**config.mk**
```make
export PLATFORM = sky130hd
export DESIGN_NAME = match_sequencer
export DESIGN_NICKNAME = d
export VERILOG_FILES = /design/src/rtl/pong_pkg.sv /design/src/rtl/btn_edge_sync.sv /design/src/rtl/match_sequencer.sv
export SDC_FILE = /design/constraint.sdc
export NUM_CORES = 1
export LEC_CHECK = 0
export ABC_AREA = 1
export ABC_CLOCK_PERIOD_IN_PS = 3000
export BUFFER_PORTS_ARGS = -buffer_cell sky130_fd_sc_hd__clkbuf_2
export CORE_AREA = 2 2 41 80
export CTS_CLUSTER_DIAMETER = 120
export DETAILED_ROUTE_END_ITERATION = 10
export DIE_AREA = 0 0 43 82
export PLACE_DENSITY = 0.85
export SLEW_MARGIN = 20
export SYNTH_ARGS = -nofsm -noshare
export SYNTH_HDL_FRONTEND = slang
export SYNTH_HIERARCHICAL = 1
export SYNTH_SLANG_ARGS = --single-unit
```
**constraint.sdc**
```tcl
create_clock -name mclk -period 3 [get_ports mclk]
set_input_delay 0.45 -clock mclk [delete_from_list [all_inputs] [get_ports mclk]]
set_output_delay 0.45 -clock mclk [all_outputs]
set_load 0.01 [all_outputs]
```
**src/rtl/pong_pkg.sv**
```systemverilog
// Shared definitions for the pong game-flow controller.
// State encodings, score width and flash divider.
package pong_pkg;

  localparam int SCORE_W   = 3;
  localparam int FLASH_DIV = 8;
  localparam int FLASH_W   = $clog2(FLASH_DIV);

  typedef enum logic [2:0] {
    S_IDLE     = 3'd0,
    S_SERVE    = 3'd1,
    S_PLAY     = 3'd2,
    S_POINT    = 3'd3,
    S_GAMEOVER = 3'd4,
    S_PAUSE    = 3'd5
  } state_e;

  function automatic logic is_center(state_e s);
    return (s == S_IDLE) || (s == S_SERVE) ||
           (s == S_GAMEOVER);
  endfunction

  function automatic logic is_playing(state_e s);
    return (s == S_SERVE) || (s == S_PLAY) ||
           (s == S_POINT) || (s == S_PAUSE);
  endfunction

endpackage

```
**src/rtl/btn_edge_sync.sv**
```systemverilog
// Raw button synchronizer plus rising-edge detector.
// pulse is high for one mclk, two edges after the raw rise.
module btn_edge_sync (
  input  logic mclk,
  input  logic reset_n,
  input  logic raw,
  output logic pulse
);

  logic [2:0] sh_q;

  always_ff @(posedge mclk or negedge reset_n) begin
    if (!reset_n) begin
      sh_q <= '0;
    end else begin
      sh_q <= {sh_q[1:0], raw};
    end
  end

  assign pulse = sh_q[1] & ~sh_q[2];

endmodule

```
**src/rtl/match_sequencer.sv**
```systemverilog
// Pong match flow: IDLE/SERVE/PLAY/POINT/GAMEOVER, scores, flash.
// Define PONG_PAUSE_EN to add the pause_btn input and PAUSE state.
module match_sequencer
  import pong_pkg::*;
#(
  parameter int WIN_SCORE   = 5,
  parameter int SERVE_TICKS = 120,
  parameter int POINT_TICKS = 60,
  parameter int CNT_W       = 8
) (
  input  logic               mclk,
  input  logic               reset_n,
  input  logic               tick,
  input  logic               start_btn,
  input  logic               point1,
  input  logic               point2,
`ifdef PONG_PAUSE_EN
  input  logic               pause_btn,
`endif
  output logic               ball_run,
  output logic               ball_center,
  output logic               serve_dir,
  output logic [SCORE_W-1:0] score1,
  output logic [SCORE_W-1:0] score2,
  output logic               playing,
  output logic               winner,
  output logic               flash,
  output logic [2:0]         state_o
);

  localparam logic [CNT_W-1:0] SERVE_LD =
    CNT_W'(SERVE_TICKS);
  localparam logic [CNT_W-1:0] POINT_LD =
    CNT_W'(POINT_TICKS);
  localparam logic [CNT_W-1:0] CNT_ONE =
    CNT_W'(1);
  localparam logic [SCORE_W-1:0] WIN_LD =
    SCORE_W'(WIN_SCORE);
  localparam logic [FLASH_W-1:0] PH_LAST =
    FLASH_W'(FLASH_DIV - 1);

  state_e             state_q, state_d;
  logic [CNT_W-1:0]   cnt_q, cnt_d;
  logic [SCORE_W-1:0] s1_q, s1_d;
  logic [SCORE_W-1:0] s2_q, s2_d;
  logic [FLASH_W-1:0] ph_q, ph_d;
  logic               dir_q, dir_d;
  logic               win_q, win_d;
  logic               flash_q, flash_d;
  logic               run_q, run_d;
  logic               ctr_q, ctr_d;
  logic               play_q, play_d;
  logic               start_p;

  btn_edge_sync u_start (
    .mclk    (mclk),
    .reset_n (reset_n),
    .raw     (start_btn),
    .pulse   (start_p)
  );

`ifdef PONG_PAUSE_EN
  logic pause_p;

  btn_edge_sync u_pause (
    .mclk    (mclk),
    .reset_n (reset_n),
    .raw     (pause_btn),
    .pulse   (pause_p)
  );
`endif

  always_comb begin
    state_d = state_q;
    cnt_d   = cnt_q;
    s1_d    = s1_q;
    s2_d    = s2_q;
    dir_d   = dir_q;
    win_d   = win_q;
    ph_d    = ph_q;
    flash_d = flash_q;
    unique case (1'b1)
      (state_q == S_IDLE),
      (state_q == S_GAMEOVER): begin
        if (start_p) begin
          state_d = S_SERVE;
          cnt_d   = SERVE_LD;
          s1_d    = '0;
          s2_d    = '0;
        end
      end
      (state_q == S_SERVE): begin
        if (tick) begin
          if (cnt_q == CNT_ONE) begin
            state_d = S_PLAY;
          end else begin
            cnt_d = cnt_q - 1'b1;
          end
        end
      end
      (state_q == S_PLAY): begin
        if (point1 & point2) begin
          state_d = S_POINT;
          cnt_d   = POINT_LD;
        end else if (point1 ^ point2) begin
          if (point1) s1_d = s1_q + 1'b1;
          else        s2_d = s2_q + 1'b1;
          if ((point1 ? s1_d : s2_d) == WIN_LD) begin
            state_d = S_GAMEOVER;
            win_d   = point1;
          end else begin
            // serve goes toward the player who just scored
            state_d = S_POINT;
            cnt_d   = POINT_LD;
            dir_d   = point2;
          end
        end
`ifdef PONG_PAUSE_EN
        else if (pause_p) begin
          state_d = S_PAUSE;
        end
`endif
      end
      (state_q == S_POINT): begin
        if (tick) begin
          if (cnt_q == CNT_ONE) begin
            state_d = S_SERVE;
            cnt_d   = SERVE_LD;
          end else begin
            cnt_d = cnt_q - 1'b1;
          end
        end
      end
`ifdef PONG_PAUSE_EN
      (state_q == S_PAUSE): begin
        if (pause_p) state_d = S_PLAY;
      end
`endif
      default: begin
      end
    endcase
    // flash restarts from dark on every state change
    if (state_d != state_q) begin
      ph_d    = '0;
      flash_d = 1'b0;
    end else if (tick && ((state_q == S_POINT) ||
                          (state_q == S_GAMEOVER))) begin
      ph_d = ph_q + 1'b1;
      if (ph_q == PH_LAST) flash_d = ~flash_q;
    end
    run_d  = (state_d == S_PLAY);
    ctr_d  = is_center(state_d);
    play_d = is_playing(state_d);
  end

  always_ff @(posedge mclk or negedge reset_n) begin
    if (!reset_n) begin
      state_q <= S_IDLE;
      cnt_q   <= '0;
      s1_q    <= '0;
      s2_q    <= '0;
      dir_q   <= 1'b0;
      win_q   <= 1'b0;
      ph_q    <= '0;
      flash_q <= 1'b0;
      run_q   <= 1'b0;
      ctr_q   <= 1'b1;
      play_q  <= 1'b0;
    end else begin
      state_q <= state_d;
      cnt_q   <= cnt_d;
      s1_q    <= s1_d;
      s2_q    <= s2_d;
      dir_q   <= dir_d;
      win_q   <= win_d;
      ph_q    <= ph_d;
      flash_q <= flash_d;
      run_q   <= run_d;
      ctr_q   <= ctr_d;
      play_q  <= play_d;
    end
  end

  assign ball_run    = run_q;
  assign ball_center = ctr_q;
  assign serve_dir   = dir_q;
  assign score1      = s1_q;
  assign score2      = s2_q;
  assign playing     = play_q;
  assign winner      = win_q;
  assign flash       = flash_q;
  assign state_o     = state_q;

endmodule

```
==> impl_metrics.csv, run 1 <==
group,metric,value,unit
run_status,outcome,"complete, no violations",
power,p_leak,1.001,nW
clock_network,clock-sinks,29,
worst_setup_path,startpoint_type,"register",
grt,grt_usage,23.89,%
sta,maxSlewViolCount,0,
die,die-height,82,um
worst_setup_path,critPathMaxFanout,11,
placement,place_area,1797,um^2
clock_network,path_clk_slew,60,ps
grt,grt_max_degree,30,
clock_network,ctsResizeCount,0,
die,die_width,43,um
drt,viasPerCell,5.498,
synth,avgSynthCellArea,7.916,um^2
grt,grt.overflow.total,0,
sta,min_period_over_period,60.66,%
synth,syn-cell-area,1670,um^2
sta,timing.slew.headroom,49.87,%
placement,dp_hpwl,2.690,mm
worst_setup_path,arrival,1980,ps
layout,drive_above_1_share,20.25,%
layout,syn_to_final_growth,12.73,%
worst_setup_path,rr_endpoint,"cnt_q[7]",
grt,grt_antenna_before_repair,0,
synth,seq_area_frac_synth,43.52,%
min_path,hold_class,"input port to async pin",
layout,layoutNonFillerInstCount,267,
synth,ys_seq_elements,29,
synth,synth_fp_nets,224,
placement,dp_cells,260,
worst_setup_path,r2r_slack,1180,ps
drt,dr.pass1.iters,4,
die,start_util,56.76,%
sta,timing.final.crit_period,1820,ps
sta,fin_skew,4.553,ps
sta,hold_slack,228.1,ps
placement,place_worst_setup_slack,1178,ps
synth,ys_warn_count,6,
placement,gp_congestion,0.8471,
synth,synth_cell_types,31,
grt,grt_pass1_vias,1479,
layout,num-nets-final,250,
synth,postSynthCellCount,211,
clock_network,cts_tree,"yes",
clock_network,clk_path_buf_depth,2,
clock_network,holdBufCountCts,0,
die,die_area,3526,um^2
worst_setup_path,endpoint_kind,"register",
worst_setup_path,regToRegStartpoint,"score2[0]",
sta,grt_setup_unrepaired,"false",
layout,layout_commonest_cell,"nand2_1",
clock_network,cts_buffers,5,
synth,synth_flop_cell,"dfrtp_1",
sta,tns,0,ps
sta,fmaxAchievable,549.5,MHz
layout,final_cell_mix,"48 x nand2_1, 30 x inv_1, 28 x dfrtp_1, 20 x clkbuf_2",
drt,drtAntennaViolNets,0,
worst_setup_path,critical_path_required,3160,ps
power,vdd_ir_drop_max,0.6505,mV
run,maxCapViolations,0,
layout,n_antenna_cell,0,
layout,design_area,1883,um^2
synth,async_flop_share,100.0,%
worst_setup_path,rr_worst_depth,11,
power,p_per_area,1007,nW/um^2
clock_network,root_buffer,"clkbuf_8",
synth,synth_edf_count,0,
placement,port_buffers,20,
sta,hold_viol,0,
sta,worst_pin_slew,751.9,ps
drt,wl_per_cell,13.42,um
sta,setup_ws,1180,ps
grt,grt_pass1_wl,6.244,mm
drt,wirelength,3.584,mm
drt,drc_errors,0,
die,row_count,28,
drt,drtIter0Drc,50,
clock_network,post_cts_buffers,0,
sta,setup_violations,0,
die,ios,21,
clock_network,clkLatencyLatePin,280,ps
worst_setup_path,worstSetupPathType,"register to register",
drt,num_vias,1468,
clock_network,htree_levels,2,
die,core,2943,um^2
[per-layer routing]
metal  track usage, %  share of wire (%)
met1            23.12                 36
met2            44.39                 56
met3            5.275                3.4
met4            14.55                3.9
met5                0                  0
[worst max-delay path, stage by stage (launching register included)]
cell     delay, ps
dfrtp_1        410
ha_1           320
nand2_1         90
nand2_1         50
nor2_1          80
nand3_1         90
nand2_1        130
nand2_1         80
nand3_2        160
inv_1          130
nand3_1         90
o21ai_0         80
[metrics by stage]
| step | utilization [%] | total power [mW] |
|---|---|---|
| global route | 63.99 | 2.066 |
| global placement | 61.05 | 1.542 |
| floorplan | - | 1.343 |
| detailed placement | 61.05 | 1.575 |
| CTS | 63.99 | 1.907 |
| finish | 63.99 | 1.896 |
[cell usage after synthesis, types with 2 or more instances]
cell     number  area share [%]
nand2_2       3             1.1
inv_2         4            0.90
dfrtp_1      28              42
a21oi_1      17             5.1
nand3_1      16             4.8
ha_1          7             5.2
nand2_1      48              11
inv_1        30             6.7
o21ai_0      11             3.3
nor2_1       17             3.8
nor3_1        3            0.90
nor2_4        2             1.3
nand4_1       3             1.1
nand3_2       2             1.2
nor2_2        2            0.75
xor2_1        3             1.6
[logic make-up after synthesis]
logic type	share of synthesized area, %
adders and majority gates	5.243
and+or+nand+nor	28.69
xor gates and xnor gates	2.098
buffers and inverters	8.614
DFF	43.52
AOI/OAI and AO/OA	11.16
muxes	0.6741
[worst max-delay path by stage]
stage | startpoint | endpoint | slack [ps] | cells past startpoint
2_1_floorplan | score2[0] | cnt_q[3] | 1310 | 12
4_1_cts | score2[0] | cnt_q[7] | 1170 | 11
3_3_place_gp | score2[0] | cnt_q[7] | 1220 | 11
6_report | score2[0] | cnt_q[7] | 1180 | 11
5_1_grt | score2[0] | cnt_q[7] | 1010 | 11
3_5_place_dp | score1[0] | cnt_q[7] | 1180 | 11
[state kept, by name, indices dropped and copies added (netlist names)]
| register | count |
|---|---|
| ball_center | 1 |
| u_start/sh_q | 3 |
| flash | 1 |
| score1 | 3 |
| ball_run | 1 |
| cnt_q | 8 |
| score2 | 3 |
| winner | 1 |
| serve_dir | 1 |
| playing | 1 |
| ph_q | 3 |
| state_o | 3 |
[where the power goes]
part / switching [mW] / internal, mW / leakage, nW
clock: 0.141 / 0.181 / 0.0443
sequential: 0.135 / 0.541 / 0.355
combinational: 0.564 / 0.334 / 0.602
[area by class of cell]
cell class	instances	area (um^2)
Inverter	35	132.6
Tap cell	30	37.54
Sequential cell	29	726.9
Clock buffer	7	86.33
Fill cell	281	1060
Multi-Input combinational cell	146	799.5
Timing Repair Buffer	20	100.1
Power figures use the tool's default switching activity.
==> inputs of run 2 (changes only) <==
- ABC_CLOCK_PERIOD_IN_PS: 3000 -> 1800
- CORE_AREA: 2 2 41 80 -> 2 2 42 82
- DIE_AREA: 0 0 43 82 -> 0 0 44 84
- PLACE_DENSITY: 0.85 -> 0.81
- clock period: 3 -> 1.8 ns (I/O delays scaled with it)
==> impl_metrics.csv, run 2 (same netlist as run 1, synthesis figures left out) <==
group,metric,value,unit
run_status,outcome,"complete, no violations",
sta,fmaxAchievable,564.0,MHz
min_path,hold_class,"input port to async pin",
sta,fin_skew,6.879,ps
drt,wl_per_cell,13.23,um
power,p_total,3.487,mW
power,p_per_area,1711,nW/um^2
grt,grt_max_degree,30,
layout,num-nets-final,258,
die,start_util,53.53,%
grt,grt_usage,22.71,%
worst_setup_path,critical_path_required,2020,ps
sta,hold_slack,17.32,ps
sta,hold_viol,0,
power,vdd_ir_drop_max,0.9319,mV
clock_network,root_buffer,"clkbuf_8",
grt,grt_antenna_before_repair,0,
placement,port_buffers,20,
grt,grt_pass1_wl,6.368,mm
clock_network,path_clk_slew,60,ps
die,die_width,44,um
die,die-height,84,um
clock_network,holdBufCountCts,0,
worst_setup_path,worstSetupPathType,"register to register",
clock_network,clk_path_buf_depth,2,
clock_network,cts_tree,"yes",
sta,min_period_over_period,98.50,%
sta,worst_pin_slew,690.6,ps
clock_network,cts_buffers,5,
drt,num_vias,1508,
grt,grt_pass1_vias,1508,
sta,timing.final.crit_period,1773,ps
drt,drtIter0Drc,47,
worst_setup_path,arrival,1990,ps
layout,regMostFlops,"cnt_q",
drt,dr.pass1.iters,5,
die,ios,21,
die,core,3120,um^2
clock_network,clkLatencyLatePin,280,ps
worst_setup_path,critPathMaxFanout,5,
worst_setup_path,startpoint_type,"register",
layout,layout_commonest_cell,"nand2_1",
die,die_area,3696,um^2
drt,viasPerCell,5.444,
drt,wirelength,3.666,mm
clock_network,clock-sinks,29,
die,row_count,29,
layout,multi_input_area,875.8,um^2
placement,gp_congestion,0.8695,
sta,maxSlewViolCount,0,
layout,regArea,726.9,um^2
sta,setup_violations,0,
clock_network,htree_levels,2,
run,maxCapViolations,0,
sta,grt_setup_unrepaired,"true",
layout,syn_to_final_growth,22.02,%
layout,n_antenna_cell,0,
drt,drtAntennaViolNets,0,
worst_setup_path,endpoint_kind,"register",
layout,n_fill_cell,268,
power,p_leak,1.063,nW
placement,dp_hpwl,2.731,mm
layout,largest_reg_flops,8,
sta,timing.slew.headroom,53.96,%
grt,grt.overflow.total,0,
layout,drive_above_1_share,30.49,%
drt,drc_errors,0,
layout,final_cell_mix,"42 x nand2_1, 29 x inv_1, 28 x dfrtp_1, 20 x clkbuf_2, 17 x a21oi_1",
run 2: changes by cell type in the layout (fill, tap and decap cells not counted), moves of 2 or more:
cell / change
nor2_1: -3
nor2_2: +3
nand3_4: +2
o21ai_0: -4
nand3_1: -3
o21ai_1: +3
buf_4: +8
nand2_2: +6
nand2_1: -6
run 2: final timing paths:
kind,slack (ps),depth (start not counted),end,from
worst max-delay path,30,10,ph_q[1],cnt_q[1]
min in group mclk,100,1,u_start/sh_q[0],start_btn
worst min register to register,350,0,u_start/sh_q[1],u_start/sh_q[0]
worst max register to register,30,10,ph_q[1],cnt_q[1]
max in group asynchronous,1330,1,ball_run,reset_n
worst min-delay path,20,1,cnt_q[5],reset_n
run 2: stage by stage:
stage	cell area [um^2]	utilization (%)	cells	TNS, ps	worst slack, ps
after floorplan	1670	-	211	0	114.9
after global placement	1828	58.58	265	0	90.43
after detailed placement	1828	58.58	265	0	28.31
after CTS	1929	61.83	273	0	25.03
after global routing	2038	65.32	277	-773.6	-111.2
final	2038	65.32	277	0	27.01
run 2: final cells by class:
type | instances | share of cell area, %
well taps | 31 | 1.903
clock buffers | 7 | 4.727
inverters | 35 | 6.630
clock inverters | 1 | 0.2455
flip-flops and latches | 29 | 35.67
repair buffers | 28 | 7.858
multi-input cells | 146 | 42.97
run 2: what timing repair did:
| item | 4_1_cts | 5_1_grt |
|---|---|---|
| endpoints found under the setup margin | 1 | 17 |
| resized for setup | 1 | 23 |
| pin swaps | 0 | 7 |
| setup buffers | 0 | 4 |
run 2: where the power goes:
part / total (mW) / leakage [nW] / switching [mW] / internal, mW
clock: 0.584 / 0.0542 / 0.239 / 0.345
sequential: 1.11 / 0.355 / 0.211 / 0.902
combinational: 1.79 / 0.654 / 1.07 / 0.717
run 2: metal layers:
metal  wire length, um  GRT usage, %  vias to the layer above  part of all wire (%)
met5                 0             0                        -                     0
met4               121         11.57                        0                   3.3
met3               106         4.113                       12                   2.9
met2              2170         41.71                       34                    59
met1              1267         22.40                      714                    35
li1                  -             -                      748                     -
run 2: worst max-delay path, stage by stage (launching register included):
cell and delay, ps:
dfrtp_1 390, inv_1 120, ha_1 160, nand3_1 120
nor2_4 160, nand3_1 140, a21oi_1 220, nand2_2 100
nand3_2 90, nand3_4 80, nor2_2 100
==> inputs of run 3 (changes only) <==
- CORE_AREA: 2 2 42 82 -> 3 3 43 83
- DIE_AREA: 0 0 44 84 -> 0 0 46 86
- HOLD_SLACK_MARGIN: unset -> 0.08
==> impl_metrics.csv, run 3 (same netlist as run 1, synthesis figures left out) <==
group,metric,value,unit
sta,worst_pin_slew,702.1,ps
clock_network,clkLatencyLatePin,280,ps
die,row_count,28,
grt,grt_pass1_wl,6.044,mm
sta,min_period_over_period,95.44,%
placement,gp_congestion,0.8068,
grt,grt_usage,20.69,%
drt,num_vias,1500,
sta,fin_skew,10.25,ps
power,vdd_ir_drop_max,1.041,mV
clock_network,cts_buffers,5,
layout,n_antenna_cell,0,
drt,viasPerCell,5.455,
drt,wl_per_cell,13.19,um
worst_setup_path,critPathMaxFanout,4,
power,p_leak,1.045,nW
sta,fmaxAchievable,582.1,MHz
layout,largest_reg_flops,8,
power,p_total,3.378,mW
grt,grt_max_degree,30,
die,die-height,86,um
worst_setup_path,slowest_delay,410,ps
layout,layoutNonFillerInstCount,275,
sta,maxSlewViolCount,0,
worst_setup_path,endpoint_kind,"register",
layout,regMostFlops,"cnt_q",
worst_setup_path,worstSetupPathType,"register to register",
die,core,3013,um^2
layout,final_cell_mix,"42 x nand2_1, 29 x inv_1, 28 x dfrtp_1, 20 x clkbuf_2, 16 x a21oi_1",
sta,grt_setup_unrepaired,"true",
sta,setup_violations,0,
drt,wirelength,3.627,mm
run_status,outcome,"complete, no violations",
layout,syn_to_final_growth,20.67,%
clock_network,clock-sinks,29,
drt,dr.pass1.iters,4,
placement,place_area,1819,um^2
placement,port_buffers,20,
worst_setup_path,startpoint_type,"register",
sta,timing.slew.headroom,53.19,%
sta,hold_viol,0,
run,maxCapViolations,0,
grt,grt_antenna_before_repair,0,
clock_network,path_clk_slew,60,ps
grt,grt_pass1_vias,1503,
die,ios,21,
drt,drc_errors,0,
die,die_width,46,um
grt,grt.overflow.total,0,
worst_setup_path,crit_chain,"ha_1, nand2_1, nand2_1, nor2_1, nand3_1, nand2_2, nand2_2, nand2_2, nand2_2, nand3_2, nand3_4, nor2_2",
layout,design_area,2016,um^2
layout,num-nets-final,257,
die,start_util,55.44,%
worst_setup_path,crit_top_cell,"nand2_2",
worst_setup_path,critical_path_required,2020,ps
clock_network,htree_levels,2,
min_path,hold_class,"input port to register",
placement,dp_hpwl,2.632,mm
layout,drive_above_1_share,30.20,%
worst_setup_path,arrival,1940,ps
clock_network,clk_path_buf_depth,2,
clock_network,root_buffer,"clkbuf_8",
sta,tns,0,ps
drt,drtAntennaViolNets,0,
power,p_per_area,1676,nW/um^2
placement,dp_cells,263,
clock_network,cts_tree,"yes",
sta,timing.final.crit_period,1718,ps
layout,layout_commonest_cell,"nand2_1",
die,die_area,3956,um^2
worst_setup_path,crit_path_top_delay_cell,"dfrtp_1",
drt,drtIter0Drc,23,
==> run 3: cell type report <==
class                      instances  area [um^2]
inverter                          35        132.6
timing repair buffer              27        155.1
fill                             250        997.2
multi-input combinational        146        880.8
sequential                        29        726.9
clock inverter                     2        10.01
tap                               30        37.54
clock buffer                       6        72.57
==> run 3: per-layer routing <==
metal | part of all wire, % | wire length [um] | GRT usage (%)
met1 | 36 | 1301 | 20.49
met2 | 56 | 2046 | 35.80
met3 | 3.1 | 111 | 3.782
met4 | 4.6 | 166 | 14.25
met5 | 0 | 0 | 0
==> run 3: what timing repair did <==
item | in CTS | in global routing
buffers inserted | 0 | 3
hold endpoints to repair | 28 | 0
hold buffers | 1 | 0
endpoints found under the setup margin | 0 | 17
gates resized for setup | 0 | 22
==> run 3: where the power goes <==
group	total (mW)	switching [mW]	internal, mW	leakage, nW
registers	1.11	0.204	0.902	0.355
logic	1.77	1.07	0.693	0.646
clock network	0.507	0.240	0.267	0.0450
total	3.38	1.52	1.86	1.05
==> run 3: final timing paths <==
kind | from | slack, ps | end | cells past startpoint
setup / recovery | score1[0] | 80 | ph_q[2] | 12
hold / removal | start_btn | 100 | u_start/sh_q[0] | 1
setup reg to reg | score1[0] | 80 | ph_q[2] | 12
hold reg to reg | u_start/sh_q[0] | 340 | u_start/sh_q[1] | 0
max in group asynchronous | reset_n | 770 | score1[0] | 2
min in group asynchronous | reset_n | 570 | cnt_q[6] | 2
==> run 3: stage by stage <==
stage / setup WS, ps / utilization, % / hold WS (ps)
floorplan: 114.9 / - / -25.59
global placement: 92.30 / 60.38 / 336.8
detailed placement: 15.41 / 60.38 / 345.0
CTS: 19.80 / 63.46 / 89.94
global route: -41.69 / 66.90 / 95.35
finish: 82.13 / 66.90 / 96.92
==> run 3: worst max-delay path: cells and delay by family (launching register included) <==
kind / cells / cell delay, ps
AND/OR/NAND/NOR: 11 / 960
adder cells (fa/ha/maj): 1 / 290
flip-flops: 1 / 410
